## src/rtl/output_vc_link_ctrl.sv

```systemverilog
// output_vc_link_ctrl
// Per-output-port controller. Holds one-entry VC0 (even) and VC1 (odd)
// output buffers. The phase-matched arbiter writes one buffer while the
// opposite-phase buffer drains onto the link with a send/ready handshake.
// Ports:
//   clk, reset            rising-edge clock, synchronous active-high reset
//   polarity              router phase (0 = even: write VC0 / drain VC1)
//   even_wr_en/_data      write port from the even-VC arbiter (VC0)
//   odd_wr_en/_data       write port from the odd-VC arbiter (VC1)
//   even_empty/odd_empty  buffer empty status back to the arbiters
//   ri                    downstream ready
//   so, dout              one-cycle send strobe and registered packet
//   pkt_count             packets sent since reset (wraps)
//   protocol_err          sticky: dropped or off-phase write seen
module output_vc_link_ctrl #(
  parameter int unsigned DATA_WIDTH = 64,
  parameter int unsigned CNT_WIDTH  = 16
) (
  input  logic                  clk,
  input  logic                  reset,
  input  logic                  polarity,
  input  logic                  even_wr_en,
  input  logic [DATA_WIDTH-1:0] even_wr_data,
  input  logic                  odd_wr_en,
  input  logic [DATA_WIDTH-1:0] odd_wr_data,
  output logic                  even_empty,
  output logic                  odd_empty,
  input  logic                  ri,
  output logic                  so,
  output logic [DATA_WIDTH-1:0] dout,
  output logic [CNT_WIDTH-1:0]  pkt_count,
  output logic                  protocol_err
);

  logic                  full0_q, full0_d;
  logic                  full1_q, full1_d;
  logic [DATA_WIDTH-1:0] buf0_q, buf0_d;
  logic [DATA_WIDTH-1:0] buf1_q, buf1_d;
  logic                  so_q, so_d;
  logic [DATA_WIDTH-1:0] dout_q, dout_d;
  logic [CNT_WIDTH-1:0]  pkt_count_q, pkt_count_d;
  logic                  protocol_err_q, protocol_err_d;

  // Next-state: link drain of ~polarity VC, then write of the polarity VC.
  // The two always target different buffers, so their updates never overlap.
  always_comb begin
    full0_d        = full0_q;
    full1_d        = full1_q;
    buf0_d         = buf0_q;
    buf1_d         = buf1_q;
    so_d           = 1'b0;
    dout_d         = dout_q;
    pkt_count_d    = pkt_count_q;
    protocol_err_d = protocol_err_q;

    // Drain
    if (polarity) begin
      if (full0_q && ri) begin
        so_d        = 1'b1;
        dout_d      = buf0_q;
        full0_d     = 1'b0;
        pkt_count_d = pkt_count_q + CNT_WIDTH'(1);
      end
    end else begin
      if (full1_q && ri) begin
        so_d        = 1'b1;
        dout_d      = buf1_q;
        full1_d     = 1'b0;
        pkt_count_d = pkt_count_q + CNT_WIDTH'(1);
      end
    end

    // Phase-matched write; a write into a full buffer is dropped
    if (!polarity && even_wr_en) begin
      if (!full0_q) begin
        buf0_d  = even_wr_data;
        full0_d = 1'b1;
      end else begin
        protocol_err_d = 1'b1;
      end
    end
    if (polarity && odd_wr_en) begin
      if (!full1_q) begin
        buf1_d  = odd_wr_data;
        full1_d = 1'b1;
      end else begin
        protocol_err_d = 1'b1;
      end
    end

    // Off-phase strobes are ignored but flagged
    if ((polarity && even_wr_en) || (!polarity && odd_wr_en)) begin
      protocol_err_d = 1'b1;
    end
  end

  // State register
  always_ff @(posedge clk) begin
    if (reset) begin
      full0_q        <= 1'b0;
      full1_q        <= 1'b0;
      buf0_q         <= '0;
      buf1_q         <= '0;
      so_q           <= 1'b0;
      dout_q         <= '0;
      pkt_count_q    <= '0;
      protocol_err_q <= 1'b0;
    end else begin
      full0_q        <= full0_d;
      full1_q        <= full1_d;
      buf0_q         <= buf0_d;
      buf1_q         <= buf1_d;
      so_q           <= so_d;
      dout_q         <= dout_d;
      pkt_count_q    <= pkt_count_d;
      protocol_err_q <= protocol_err_d;
    end
  end

  // Empty flags come only from registered state, never from wr_en or ri
  assign even_empty   = ~full0_q;
  assign odd_empty    = ~full1_q;
  assign so           = so_q;
  assign dout         = dout_q;
  assign pkt_count    = pkt_count_q;
  assign protocol_err = protocol_err_q;

endmodule

```

## config.mk

```make
export PLATFORM = sky130hd
export DESIGN_NAME = output_vc_link_ctrl
export DESIGN_NICKNAME = d
export VERILOG_FILES = /design/src/rtl/output_vc_link_ctrl.sv
export SDC_FILE = /design/constraint.sdc
export NUM_CORES = 1
export LEC_CHECK = 0
export CAP_MARGIN = 5
export CORE_MARGIN = 2
export CORE_UTILIZATION = 30
export CTS_BUF_LIST = sky130_fd_sc_hd__clkbuf_4 sky130_fd_sc_hd__clkbuf_8
export DETAILED_ROUTE_END_ITERATION = 10
export GPL_ROUTABILITY_DRIVEN = 0
export PLACE_DENSITY = 0.64
export SETUP_SLACK_MARGIN = 0.15
export SLEW_MARGIN = 25
export SYNTH_ARGS = -nofsm -noshare
export SYNTH_HDL_FRONTEND = slang
export SYNTH_SLANG_ARGS = --single-unit
```

## constraint.sdc

```tcl
create_clock -name clk -period 2 [get_ports clk]
set_input_delay 0.3 -clock clk [delete_from_list [all_inputs] [get_ports clk]]
set_output_delay 0.3 -clock clk [all_outputs]
set_load 0.02 [all_outputs]
```

# Word level (Yosys, flattened, before mapping)
# Cells that the tools add are included.
# totals
wordCells	46
input_bits	134
ff_bits	212
# classes
reduce_logical	12
bitwise	2
n_eq_ne	1
muxes	22
add_sub_neg	1
# ops
operator	n
$mux W64	3
$mux W16	3
$add A16 B1 Y16 const B	1
$mux W1	16
$logic_and A1 B1 Y1	6
$reduce_and A2 Y1	3
$ne A2 B1 Y1 const B	1
$not A1 Y1	2
$reduce_bool A2 Y1	1
$logic_not A1 Y1	1
$logic_or A1 B1 Y1	1

# Logic depth before layout (Yosys ltp)
# Gate-level depths: netlist (run 1).
# logic_depth
depth_word	6
ltp_mapped	8

# Least setup slack after synthesis (run 1)
# No wires, ideal clock.
# synth_timing
kind	reg-to-reg
from	reg pkt_count_q[4] (netlist: pkt_count[4])
to	reg pkt_count_q[15] (netlist: pkt_count[15])
setup_ps	70
path_stages_with_launch	5
path_slack_ps	268
path_buffers	0
arrival_ps	1662
path_cell_list	dfxtp_1 -> nand4_1 -> or3_1 -> or4_1 -> a21oi_1
# synth_between
elab_chain_cells	3
word_cells_on_any_way	4
cone_classes	add/sub (1); mux (3)
# synth_rtl
element	line	text
from (decl)	41	logic [CNT_WIDTH-1:0] pkt_count_q, pkt_count_d;
from (signal assigned)	115	pkt_count_q <= pkt_count_d;
$add A16 B1 Y16 (*)	62, 69	
$mux W16, on equally long branches	65, 58	
$mux W16 (*)	57	if (polarity) begin
# Every way passes the cells marked *; elsewhere a longest branch is shown, timed or not. The select of a mux whose other input is x is not followed.
# A chain may end at the register's enable or synchronous reset.

# Worst setup path after layout (run 1)
# layout_timing
from	reg dout_q[6] (netlist: dout[6])
to	out dout[6]
# layout_rtl
element	line	text
from (decl)	40	logic [DATA_WIDTH-1:0] dout_q, dout_d;
from (signal assigned)	114	dout_q <= dout_d;
to (decl)	30	output logic [DATA_WIDTH-1:0] dout,
# No word-level cell between the ends.

==> results.md, run 1 <==
- CTS tree: done
- Hold Crit Class: in -> reg
- Yosys top cell by area: dfxtp_1
- Setup-failing EPs final: 0
- F_max: 554 MHz
- Seq/Total Area, Yosys: 0.532
- Share of cells above drive strength 1: 0.0865
- Die Span Y: between 150 and 200 um
- WP data required: between 1.5 and 2 ns
- Combinational power share: 0.123
- Number of global-route vias before repair: 7,012
- Hold Crit Start: reset
- VDD IR max: 0.000465 V
- Clk sink count: 212
- Launching point of the worst reg2reg path: full1_q
- YS warnings: 0
- Num ports: 218
- DRT Pass-1 Iters: 5
- Initial antenna violation count: 0
- Cell area after synthesis: 7980 um^2
- Wire length on met2: 11,300 um
- CP arrival: 1.51 ns
- CTS Buf Count: 39
- Sw power: 2.43 mW
- # diodes: 0
- Mean routed wirelength per cell: 15.7 um
- Worst Setup End Kind: output port
- CP Buf/Inv Count: 1
- Dpl cell area: 10,700 um^2
- Largest net degree at the start of global routing: between 70 and 80
- H-tree lvl count: 2
- Top layer in use: met4
- Clock Skews: 0.0115 ns
- WL met1: 10,400 um
- Max Cap Violations: 0
- Final wirelength: ~24,000 um
- Hold depth: 2
- Pwr Density: around 870 nW/um^2
- CTS clk-pin slew, worst paths: 0.05 ns
- Seq cells post-synth: roughly 210
- Unrepaired setup endpoints after global routing: false
- Met3 wire len: roughly 1300 um
- Critical path type: reg -> out
- R2R setup slack: 0.27 ns
- Global Route Usage Sum: 0.165
- Top cells by area, synth: dfxtp_1 53%, nand2_1 12%, a21oi_1 8.5%
- Top delay family on crit path: buffers and inverters
- 1st-iter DRT viols: 348
- Hold path endpoint: full0_q
- Max incr delay on CP: just over 0.6 ns
- Avg Cell Area, Syn: 8.47 um^2
- Root buf cell: clkbuf_8
- Setup Fix Bufs, Post-CTS: 0
- Syn nets: between 1,000 and 1,500
- Nets: 1,291
- First-pass GRT wire length: 37,300 um
- Area growth, synth to finish: 44.4%
- RR Endpoint: pkt_count[15]
- # DRC: 0
- Site Rows: 59
- Initial Util: 0.306
- Die area: 27,900 um^2
- Share of power burned in registers: 0.450
- CP Cell Sequence: clkdlybuf4s50_1
- Via-to-Cell Ratio: around 4.7
- Crit-path slowest cell: clkdlybuf4s50_1
- Status: complete, no violations
- Leak pwr: 4.41 nW
- CORE AREA: around 26,000 um^2
- Tmin final: 1.81 ns
- Gr ovfl total: 0
- Power share of the clock group: 0.427
- Setup TNS: 0 ns
- Switching Fraction: 0.242
- I/O Buffers: 217
- CTS max path bufs: 3
- Overall die width: between 150 and 200 um
- Worst setup SP type: flop
- Max-slew violation count: 0
- Clock Latency Late Sink: 0.52 ns
- Int Pwr: about 7.6 mW
- Fin area: 11,500 um^2
- Worst slew pin tran: 0.545 ns
- Register-to-Register Path Depth: 5
- Total power: 10.1 mW
- Normalized max-slew margin: 0.637
- Post-Syn Instances: 942
- Dpl hpwl: 15,400 um
- Hold Vio Cnt, Final: 0
- Hold_ws: 0.173 ns
- Vias after detailed routing: slightly above 7,000
- Period utilisation layout: 0.903
- Yosys cell types: 33
- Worst-path fanout max: 2
- Routed Antenna Nets: 0
- Synth top area share: 0.532
[sequential cells by signal, indices dropped and copies added (netlist names)]
name,count
dout,64
full1_q,1
pkt_count,16
full0_q,1
buf0_q,64
buf1_q,64
so,1
protocol_err,1
[worst max-delay path by stage]
stage / from / end / slack (ns) / cells past startpoint
floorplan: pkt_count[4] / pkt_count[15] / 0.27 / 4
global placement: ri / pkt_count[14] / 0.09 / 6
detailed placement: ri / pkt_count[12] / 0.07 / 6
CTS: pkt_count[6] / pkt_count[6] / 0.15 / 1
global route: dout[42] / dout[42] / 0.15 / 1
finish: dout[6] / dout[6] / 0.19 / 1
[cells by family (layout without fill, tap and decap cells)]
family | Yosys count | count (layout) | synth area share
simple gates | 367 | 367 | 0.183
buf+inv | 78 | 315 | 0.0383
fa+ha+maj | 1 | 1 | 0.00157
mux | 66 | 66 | 0.0828
xor+xnor | 10 | 10 | 0.0110
compound gates | 208 | 208 | 0.152
flops | 212 | 212 | 0.532
[cell usage in the layout, fill, tap and decap left out, types with 2 or more instances in the layout]
| master | count |
|---|---|
| or3_1 | 6 |
| buf_4 | 16 |
| xnor2_1 | 9 |
| a21oi_1 | 135 |
| inv_1 | 4 |
| bufinv_16 | 2 |
| clkbuf_8 | 45 |
| nor2b_1 | 2 |
| dlymetal6s2s_1 | 10 |
| dfxtp_1 | 211 |
| clkdlybuf4s50_1 | 184 |
| nor4b_1 | 2 |
| nand2_1 | 259 |
| nand4_1 | 4 |
| nor4_1 | 3 |
| mux2i_1 | 66 |
| buf_12 | 15 |
| clkbuf_4 | 16 |
| o21ai_0 | 5 |
| a211oi_1 | 64 |
| dlygate4sd2_1 | 21 |
| nor2_1 | 77 |
| nand3_1 | 3 |
[per-stage QoR]
step | worst slack (ns) | util | std cells
2_1_floorplan | 0.268 | - | 942
3_3_place_gp | 0.0866 | 0.411 | 1450
3_5_place_dp | 0.0703 | 0.411 | 1450
4_1_cts | 0.150 | 0.441 | 1514
5_1_grt | 0.152 | 0.442 | 1514
6_report | 0.194 | 0.442 | 1514
[routing by layer]
metal,up-vias,global-route usage
met5,-,0
met4,0,0.0641
met3,46,0.0359
met2,187,0.278
met1,3316,0.206
li1,3617,-
[power by group through the flow]
stage / Sequential, mW / Combinational (mW) / Clock [mW]
after floorplan: 4.69 / 0.501 / 0
after global placement: 4.61 / 1.24 / 0
after detailed placement: 4.62 / 1.25 / 0
after CTS: 4.53 / 1.25 / 4.43
after global routing: 4.55 / 1.34 / 4.63
final: 4.53 / 1.23 / 4.29
[synthesized netlist by cell type (all sizes together)]
| library cell | instances |
|---|---|
| a211oi | 64 |
| o32ai | 1 |
| o22ai | 1 |
| and3 | 1 |
| nor4 | 3 |
| and2 | 1 |
| nor2 | 77 |
| nand2b | 1 |
| and3b | 1 |
| nand2 | 260 |
| or4 | 1 |
| xnor2 | 9 |
| clkbuf | 53 |
| o31ai | 1 |
| and4 | 1 |
| nor3 | 1 |
| a21boi | 1 |
| or3 | 6 |
| o21ai | 5 |
| ha | 1 |
| nand3 | 4 |
| mux2i | 66 |
| nor2b | 3 |
| nor4b | 2 |
| a21oi | 135 |
| buf | 21 |
| inv | 4 |
| nor3b | 1 |
| xor2 | 1 |
| dfxtp | 212 |
| nand4 | 4 |
[final cells by class]
class | instances | area, um^2
Fill cell | 2563 | 14500
Sequential cell | 212 | 4250
Multi-Input combinational cell | 652 | 3460
Timing Repair Buffer | 247 | 2580
Clock buffer | 61 | 739
Tap cell | 335 | 419
Clock inverter | 3 | 65.1
Inverter | 4 | 15.0
[timing repair]
item / 4_1_cts / 5_1_grt
setup endpoints to repair: 21 / 11
endpoints found under the hold margin: 0 / 0
gates resized for setup: 21 / 11
hold buffers: 0 / 0
Note: power is estimated with default switching activity, not from simulation.
==> run 2, diff against run 1 <==
--- a/config.mk
+++ b/config.mk
@@ -6,12 +6,14 @@
 export NUM_CORES = 1
 export LEC_CHECK = 0
 export CAP_MARGIN = 5
+export CELL_PAD_IN_SITES_DETAIL_PLACEMENT = 1
+export CELL_PAD_IN_SITES_GLOBAL_PLACEMENT = 2
 export CORE_MARGIN = 2
-export CORE_UTILIZATION = 30
+export CORE_UTILIZATION = 29
 export CTS_BUF_LIST = sky130_fd_sc_hd__clkbuf_4 sky130_fd_sc_hd__clkbuf_8
 export DETAILED_ROUTE_END_ITERATION = 10
 export GPL_ROUTABILITY_DRIVEN = 0
-export PLACE_DENSITY = 0.64
+export PLACE_DENSITY = 0.93
 export SETUP_SLACK_MARGIN = 0.15
 export SLEW_MARGIN = 25
 export SYNTH_ARGS = -nofsm -noshare
==> results.md, run 2 (same netlist as run 1, synthesis figures left out) <==
- Worst Setup End Kind: flop (was output port)
- CTS tree: done (unchanged)
- Share of cells above drive strength 1: 0.0919 (was 0.0865)
- Fin area: 11,600 um^2 (was 11,500 um^2)
- Max-slew violation count: 0 (unchanged)
- Post-CTS Hold Buffers: 0 (unchanged)
- Most common cell after layout, fill and taps aside: nand2_1 (unchanged)
- CTS Buf Count: 39 (unchanged)
- Routed Antenna Nets: 0 (unchanged)
- Vias after detailed routing: 7,318 (was 7,166)
- Die area: 28,900 um^2 (was 27,900 um^2)
- Mean routed wirelength per cell: 16.6 um (was 15.7 um)
- Initial Util: 0.296 (was 0.306)
- CP Cell Sequence: nand4_1 > or3_1 > or4_1 > a21oi_1 (was clkdlybuf4s50_1)
- Clk sink count: 212 (unchanged)
- Setup-failing EPs final: 0 (unchanged)
- Dpl hpwl: 17,300 um (was 15,400 um)
- Final wirelength: 25,400 um (was 23,800 um)
- Global Route Usage Sum: 0.176 (was 0.165)
- Setup WS pre-CTS: 0.0317 ns (was 0.0703 ns)
- Tmin final: 1.81 ns (about the same)
- Unrepaired setup endpoints after global routing: false (unchanged)
- Setup TNS: 0 ns (unchanged)
- Number of global-route vias before repair: 7,749 (was 7,012)
- CP Buf/Inv Count: 0 (was 1)
- Site Rows: 60 (was 59)
- Status: complete, no violations (unchanged)
- Initial antenna violation count: 2 (was 0)
- WP data required: 2.44 ns (was 1.70 ns)
- H-tree lvl count: 2 (unchanged)
- Crit-path slowest cell: or3_1 (was clkdlybuf4s50_1)
- Period utilisation layout: 0.904 (was 0.903)
- Post-Layout Cell Count: 1,529 (was 1,514)
- CP arrival: 2.25 ns (was 1.51 ns)
- Critical path type: reg -> reg (was reg -> out)
- DRT Pass-1 Iters: 4 (was 5)
- Inst Count DP: 1,457 (was 1,450)
- Clock Latency Late Sink: 0.52 ns (about the same)
- Hold Crit Class: in -> reg (unchanged)
- Normalized max-slew margin: 0.644 (was 0.637)
- Max Cap Violations: 0 (unchanged)
- CORE AREA: 27,000 um^2 (was 26,100 um^2)
- VDD IR max: 0.000389 V (was 0.000465 V)
- Hold depth: 2 (unchanged)
- Top delay family on crit path: simple AND/OR/NAND/NOR gates (was buffers and inverters)
- Total power: 9.99 mW (was 10.1 mW)
- Setup WS post-layout: 0.192 ns (was 0.194 ns)
- Root buf cell: clkbuf_8 (unchanged)
- Worst-path fanout max: 6 (was 2)
- Total stage count of the critical path: 4 (was 1)
- # DRC: 0 (unchanged)
- Hold_ws: 0.237 ns (was 0.173 ns)
- Dpl cell area: 10,700 um^2 (about the same)
- Leak pwr: 4.46 nW (was 4.41 nW)
- Gr ovfl total: 0 (unchanged)
- F_max: 553 MHz (was 554 MHz)
- I/O Buffers: 217 (unchanged)
- Largest net degree at the start of global routing: 60 (was 72)
- Die Span Y: 170 um (was 167 um)
- Register-to-Register Path Depth: 4 (was 5)
- CTS max path bufs: 3 (unchanged)
- Hold Vio Cnt, Final: 0 (unchanged)
- Via-to-Cell Ratio: 4.79 (was 4.73)
- Pwr Density: 864 nW/um^2 (was 872 nW/um^2)
- Overall die width: 170 um (was 167 um)
- First-pass GRT wire length: 40,500 um (was 37,300 um)
- Worst slew pin tran: 0.533 ns (was 0.545 ns)
- Num ports: 218 (unchanged)
- 1st-iter DRT viols: 271 (was 348)
- Area growth, synth to finish: 44.8% (was 44.4%)
- CTS clk-pin slew, worst paths: 0.06 ns (was 0.05 ns)
- Worst setup SP type: flop (unchanged)
- Clock Skews: 0.0153 ns (was 0.0115 ns)
- Final Util: 0.429 (was 0.442)
- Nets: 1,293 (was 1,291)
- Max incr delay on CP: 0.47 ns (was 0.62 ns)
- Most frequent cells in the layout: 259 x nand2_1, 211 x dfxtp_1, 180 x clkdlybuf4s50_1 (was 259 x nand2_1, 211 x dfxtp_1, 184 x clkdlybuf4s50_1)
## run 2: final timing paths
path,from,to,slack (ns)
worst max register to register,pkt_count[3],pkt_count[15],0.19
worst min-delay path,reset,buf1_q[62],0.24
worst min register to register,buf1_q[27],buf1_q[27],0.45
worst max-delay path,pkt_count[3],pkt_count[15],0.19
## run 2: area by class of cell
| type | instances | area [um^2] |
|---|---|---|
| multi-input cells | 652 | 3460 |
| diodes | 2 | 5.00 |
| repair buffers | 249 | 2590 |
| clock buffers | 64 | 781 |
| flip-flops and latches | 212 | 4250 |
| inverters | 4 | 15.0 |
| clock inverters | 5 | 33.8 |
| well taps | 341 | 427 |
| fillers | 3141 | 15400 |
## run 2: timing repair
action                                 in CTS  in global routing
endpoints found under the hold margin       0                  0
buffers inserted                            0                  1
resized for setup                          22                 14
setup endpoints to repair                  22                 16
pin swaps                                   0                  1
## run 2: routing by layer
metal | part of all wire | wire (um) | up-vias | GRT usage
li1 | - | - | 3622 | -
met1 | 0.45 | 11400 | 3505 | 0.220
met2 | 0.48 | 12300 | 159 | 0.304
met3 | 0.053 | 1340 | 32 | 0.0384
met4 | 0.018 | 458 | 0 | 0.0509
met5 | 0 | 0 | - | 0
## run 2: report_power, final
part | switching [mW] | leakage (nW) | internal (mW)
Combinational | 0.628 | 2.30 | 0.609
Sequential | 0.109 | 1.73 | 4.43
Clock | 1.75 | 0.431 | 2.46
Total | 2.48 | 4.46 | 7.50
==> run 3, diff against run 2 <==
--- a/config.mk
+++ b/config.mk
@@ -5,15 +5,16 @@
 export SDC_FILE = /design/constraint.sdc
 export NUM_CORES = 1
 export LEC_CHECK = 0
+export ABC_AREA = 1
 export CAP_MARGIN = 5
 export CELL_PAD_IN_SITES_DETAIL_PLACEMENT = 1
 export CELL_PAD_IN_SITES_GLOBAL_PLACEMENT = 2
 export CORE_MARGIN = 2
-export CORE_UTILIZATION = 29
+export CORE_UTILIZATION = 28
 export CTS_BUF_LIST = sky130_fd_sc_hd__clkbuf_4 sky130_fd_sc_hd__clkbuf_8
 export DETAILED_ROUTE_END_ITERATION = 10
 export GPL_ROUTABILITY_DRIVEN = 0
-export PLACE_DENSITY = 0.93
+export PLACE_DENSITY = 0.92
 export SETUP_SLACK_MARGIN = 0.15
 export SLEW_MARGIN = 25
 export SYNTH_ARGS = -nofsm -noshare
==> results.md, run 3 <==
- F_max: 560 MHz (was 553 MHz)
- Yosys cell types: 27 (was 33)
- Overall die width: 175 um (was 170 um)
- Die area: 30,600 um^2 (was 28,900 um^2)
- Dpl cell area: 10,700 um^2 (about the same)
- Period utilisation layout: 0.893 (was 0.904)
- Setup WS pre-CTS: 0.0822 ns (was 0.0317 ns)
- CP Cell Sequence: clkdlybuf4s50_1 (was nand4_1 > or3_1 > or4_1 > a21oi_1)
- WP data required: 1.70 ns (was 2.44 ns)
- Post-synthesis xor/xnor area fraction: 0 (was 0.0110)
- Sw power: 2.54 mW (was 2.48 mW)
- Dpl hpwl: 18,300 um (was 17,300 um)
- Root buf cell: clkbuf_8 (unchanged)
- Routed Antenna Nets: 0 (unchanged)
- Setup TNS: 0 ns (unchanged)
- Adder-cell share of the synthesized area: 0.00153 (was 0.00157)
- R2R setup slack: 0.43 ns (was 0.19 ns)
- Total power: 10.1 mW (was 9.99 mW)
- Power share of the clock group: 0.434 (was 0.422)
- CTS max path bufs: 3 (unchanged)
- Hold path endpoint: buf1_q[42] (was buf1_q[62])
- Largest net degree at the start of global routing: 73 (was 60)
- CP Buf/Inv Count: 1 (was 0)
- Worst slew pin tran: 0.800 ns (was 0.533 ns)
- Num ports: 218 (unchanged)
- Nets: 1,403 (was 1,293)
- Share of power burned in registers: 0.452 (was 0.454)
- Hold depth: 4 (was 2)
- Clock Skews: 0.0194 ns (was 0.0153 ns)
- Post-CTS Hold Buffers: 0 (unchanged)
- Fin area: 11,500 um^2 (was 11,600 um^2)
- Register-to-Register Path Depth: 8 (was 4)
- Top delay family on crit path: buffers and inverters (was simple AND/OR/NAND/NOR gates)
- Main combinational cell family by area after synthesis: simple AND/OR/NAND/NOR gates (unchanged)
- Post-Synth Simple-Gate Area: 0.235 (was 0.183)
- Switching Fraction: 0.251 (was 0.249)
- Final wirelength: 27,800 um (was 25,400 um)
- Pwr Density: 876 nW/um^2 (was 864 nW/um^2)
- Global Route Usage Sum: 0.181 (was 0.176)
- Number of global-route vias before repair: 8,559 (was 7,749)
- Crit-path slowest cell: clkdlybuf4s50_1 (was or3_1)
- Synth top area share: 0.520 (was 0.532)
- RR Endpoint: pkt_count[11] (was pkt_count[15])
- Avg Cell Area, Syn: 7.62 um^2 (was 8.47 um^2)
- Yosys top cell by area: dfxtp_1 (unchanged)
- Via-to-Cell Ratio: 4.77 (was 4.79)
- Clk sink count: 212 (unchanged)
- Hold Crit Class: in -> reg (unchanged)
- Max Cap Violations: 0 (unchanged)
- CORE AREA: 28,700 um^2 (was 27,000 um^2)
- Critical path type: reg -> out (was reg -> reg)
- Vias after detailed routing: 8,021 (was 7,318)
- Launching point of the worst reg2reg path: full0_q (was pkt_count[3])
- Gr ovfl total: 0 (unchanged)
- H-tree lvl count: 2 (unchanged)
- # DRC: 0 (unchanged)
- Seq/Total Area, Yosys: 0.520 (was 0.532)
- Ys async rst share: 0 (unchanged)
- Unrepaired setup endpoints after global routing: false (unchanged)
- DRT Pass-1 Iters: 4 (unchanged)
- Max-slew violation count: 0 (unchanged)
- Worst setup SP type: flop (unchanged)
- Tmin final: 1.79 ns (was 1.81 ns)
- Worst-path fanout max: 2 (was 6)
- Main flop type after synthesis: dfxtp_1 (unchanged)
- Post-Syn Instances: 1,072 (was 942)
- I/O Buffers: 217 (unchanged)
- Site Rows: 62 (was 60)
- CP arrival: 1.49 ns (was 2.25 ns)
- Normalized max-slew margin: 0.467 (was 0.644)
- CTS clk-pin slew, worst paths: 0.06 ns (about the same)
- Syn nets: 1,207 (was 1,077)
- Initial antenna violation count: 0 (was 2)
- Int Pwr: 7.56 mW (was 7.50 mW)
- Setup Fix Bufs, Post-CTS: 0 (unchanged)
- VDD IR max: 0.000468 V (was 0.000389 V)
- CTS tree: done (unchanged)
- Area growth, synth to finish: 41.3% (was 44.8%)
- Fill cell count: 3,472 (was 3,141)
- Worst Setup End Kind: output port (was flop)
- Top cells by area, synth: dfxtp_1 52%, nand2_1 11%, nor2_1 7.5% (was dfxtp_1 53%, nand2_1 12%, a21oi_1 8.5%)
- Hold Vio Cnt, Final: 0 (unchanged)
- Post-synth EDFFs: 0 (unchanged)
- Initial Util: 0.285 (was 0.296)
- YS warnings: 0 (unchanged)
- CTS Buf Count: 39 (unchanged)
- Most instantiated library cell after synthesis: nand2_1 (unchanged)
- Seq cells post-synth: 212 (unchanged)
- Clock Latency Late Sink: 0.51 ns (was 0.52 ns)
- Hold_ws: 0.153 ns (was 0.237 ns)
- Post-synthesis mux area share: 0 (was 0.0828)
- Die Span Y: 175 um (was 170 um)
- 1st-iter DRT viols: 333 (was 271)
- Hold Crit Start: reset (unchanged)
- Share of cells above drive strength 1: 0.0840 (was 0.0919)
- Combinational power share: 0.114 (was 0.124)
- Compound-gate portion of the synthesized area: 0.179 (was 0.152)
- Setup-failing EPs final: 0 (unchanged)
- Reg area: 4240 um^2 (was 4250 um^2)
- Multi-input logic area: 3410 um^2 (was 3460 um^2)
- Most frequent cells in the layout: 227 x nand2_1, 212 x dfxtp_1, 184 x clkdlybuf4s50_1 (was 259 x nand2_1, 211 x dfxtp_1, 180 x clkdlybuf4s50_1)
- Commonest cells in the netlist: 229 x nand2_1, 212 x dfxtp_1, 164 x nor2_1, 110 x o21ai_0, 74 x nand3_1 (was 260 x nand2_1, 212 x dfxtp_1, 135 x a21oi_1, 77 x nor2_1, 66 x mux2i_1)
- Status: complete, no violations (unchanged)
- Cell area after synthesis: 8170 um^2 (was 7980 um^2)
- Setup WS post-layout: 0.214 ns (was 0.192 ns)
- Leak pwr: 4.54 nW (was 4.46 nW)
- Max incr delay on CP: 0.62 ns (was 0.47 ns)
- Mean routed wirelength per cell: 16.5 um (was 16.6 um)
- Most common cell after layout, fill and taps aside: nand2_1 (unchanged)
- # diodes: 0 (was 2)
- First-pass GRT wire length: 44,700 um (was 40,500 um)
-- run 3: cell types whose count changed in the layout (fill, tap and decap cells not counted), moves of 5 or more --
cell	change
a211oi_1	-64
a21oi_1	-63
a31oi_1	+64
buf_4	-5
inv_1	+11
mux2i_1	-66
nand2_1	-32
nand3_1	+71
nor2_1	+87
o21ai_0	+105
o21ai_1	+27
or3_1	-6
xnor2_1	-9
-- run 3: area by class of cell --
| class | instances | area share |
|---|---|---|
| multi-input combinational | 754 | 0.296 |
| clock inverter | 5 | 0.00217 |
| clock buffer | 66 | 0.0711 |
| timing repair buffer | 241 | 0.215 |
| inverter | 20 | 0.00683 |
| tap | 384 | 0.0416 |
| sequential | 212 | 0.368 |
-- run 3: logic make-up (layout without fill, tap and decap cells) --
kind of cell	Yosys count	in the layout
and+or+nand+nor	478	478
buffers and inverters	106	332
DFF	212	212
AOI/OAI and AO/OA	275	275
adders and majority gates	1	1
-- run 3: routing by layer --
metal	vias to the layer above	GRT usage	routed length (um)	part of all wire
li1	3973	-	-	-
met1	3842	0.216	12000	0.43
met2	163	0.325	14100	0.51
met3	43	0.0309	1050	0.038
met4	0	0.0653	710	0.026
met5	-	0	0	0
-- run 3: what timing repair did --
action	4_1_cts	5_1_grt
cloned	0	0
gates resized for setup	18	13
setup endpoints to repair	18	13
-- run 3: worst max-delay path by stage --
stage                       from             to  slack, ns  cells after the start
detailed placement            ri  pkt_count[14]       0.08                      9
global placement              ri  pkt_count[12]       0.20                      9
finish                  dout[40]       dout[40]       0.21                      1
floorplan           pkt_count[0]  pkt_count[12]       0.60                      8
global route            dout[56]       dout[56]       0.15                      1
CTS                     dout[12]       dout[12]       0.15                      1
-- run 3: through the flow --
stage	utilization	instances
global route	0.402	1682
global placement	0.372	1611
finish	0.402	1682
CTS	0.401	1682
detailed placement	0.372	1611
floorplan	-	1072
-- run 3: power by group through the flow --
| stage | clock [mW] | combinational (mW) | sequential, mW |
|---|---|---|---|
| after floorplan | 0 | 0.497 | 4.70 |
| after CTS | 4.51 | 1.18 | 4.57 |
| final | 4.38 | 1.15 | 4.57 |
| after global placement | 0 | 1.15 | 4.65 |
| after detailed placement | 0 | 1.17 | 4.65 |
| after global routing | 4.74 | 1.27 | 4.59 |
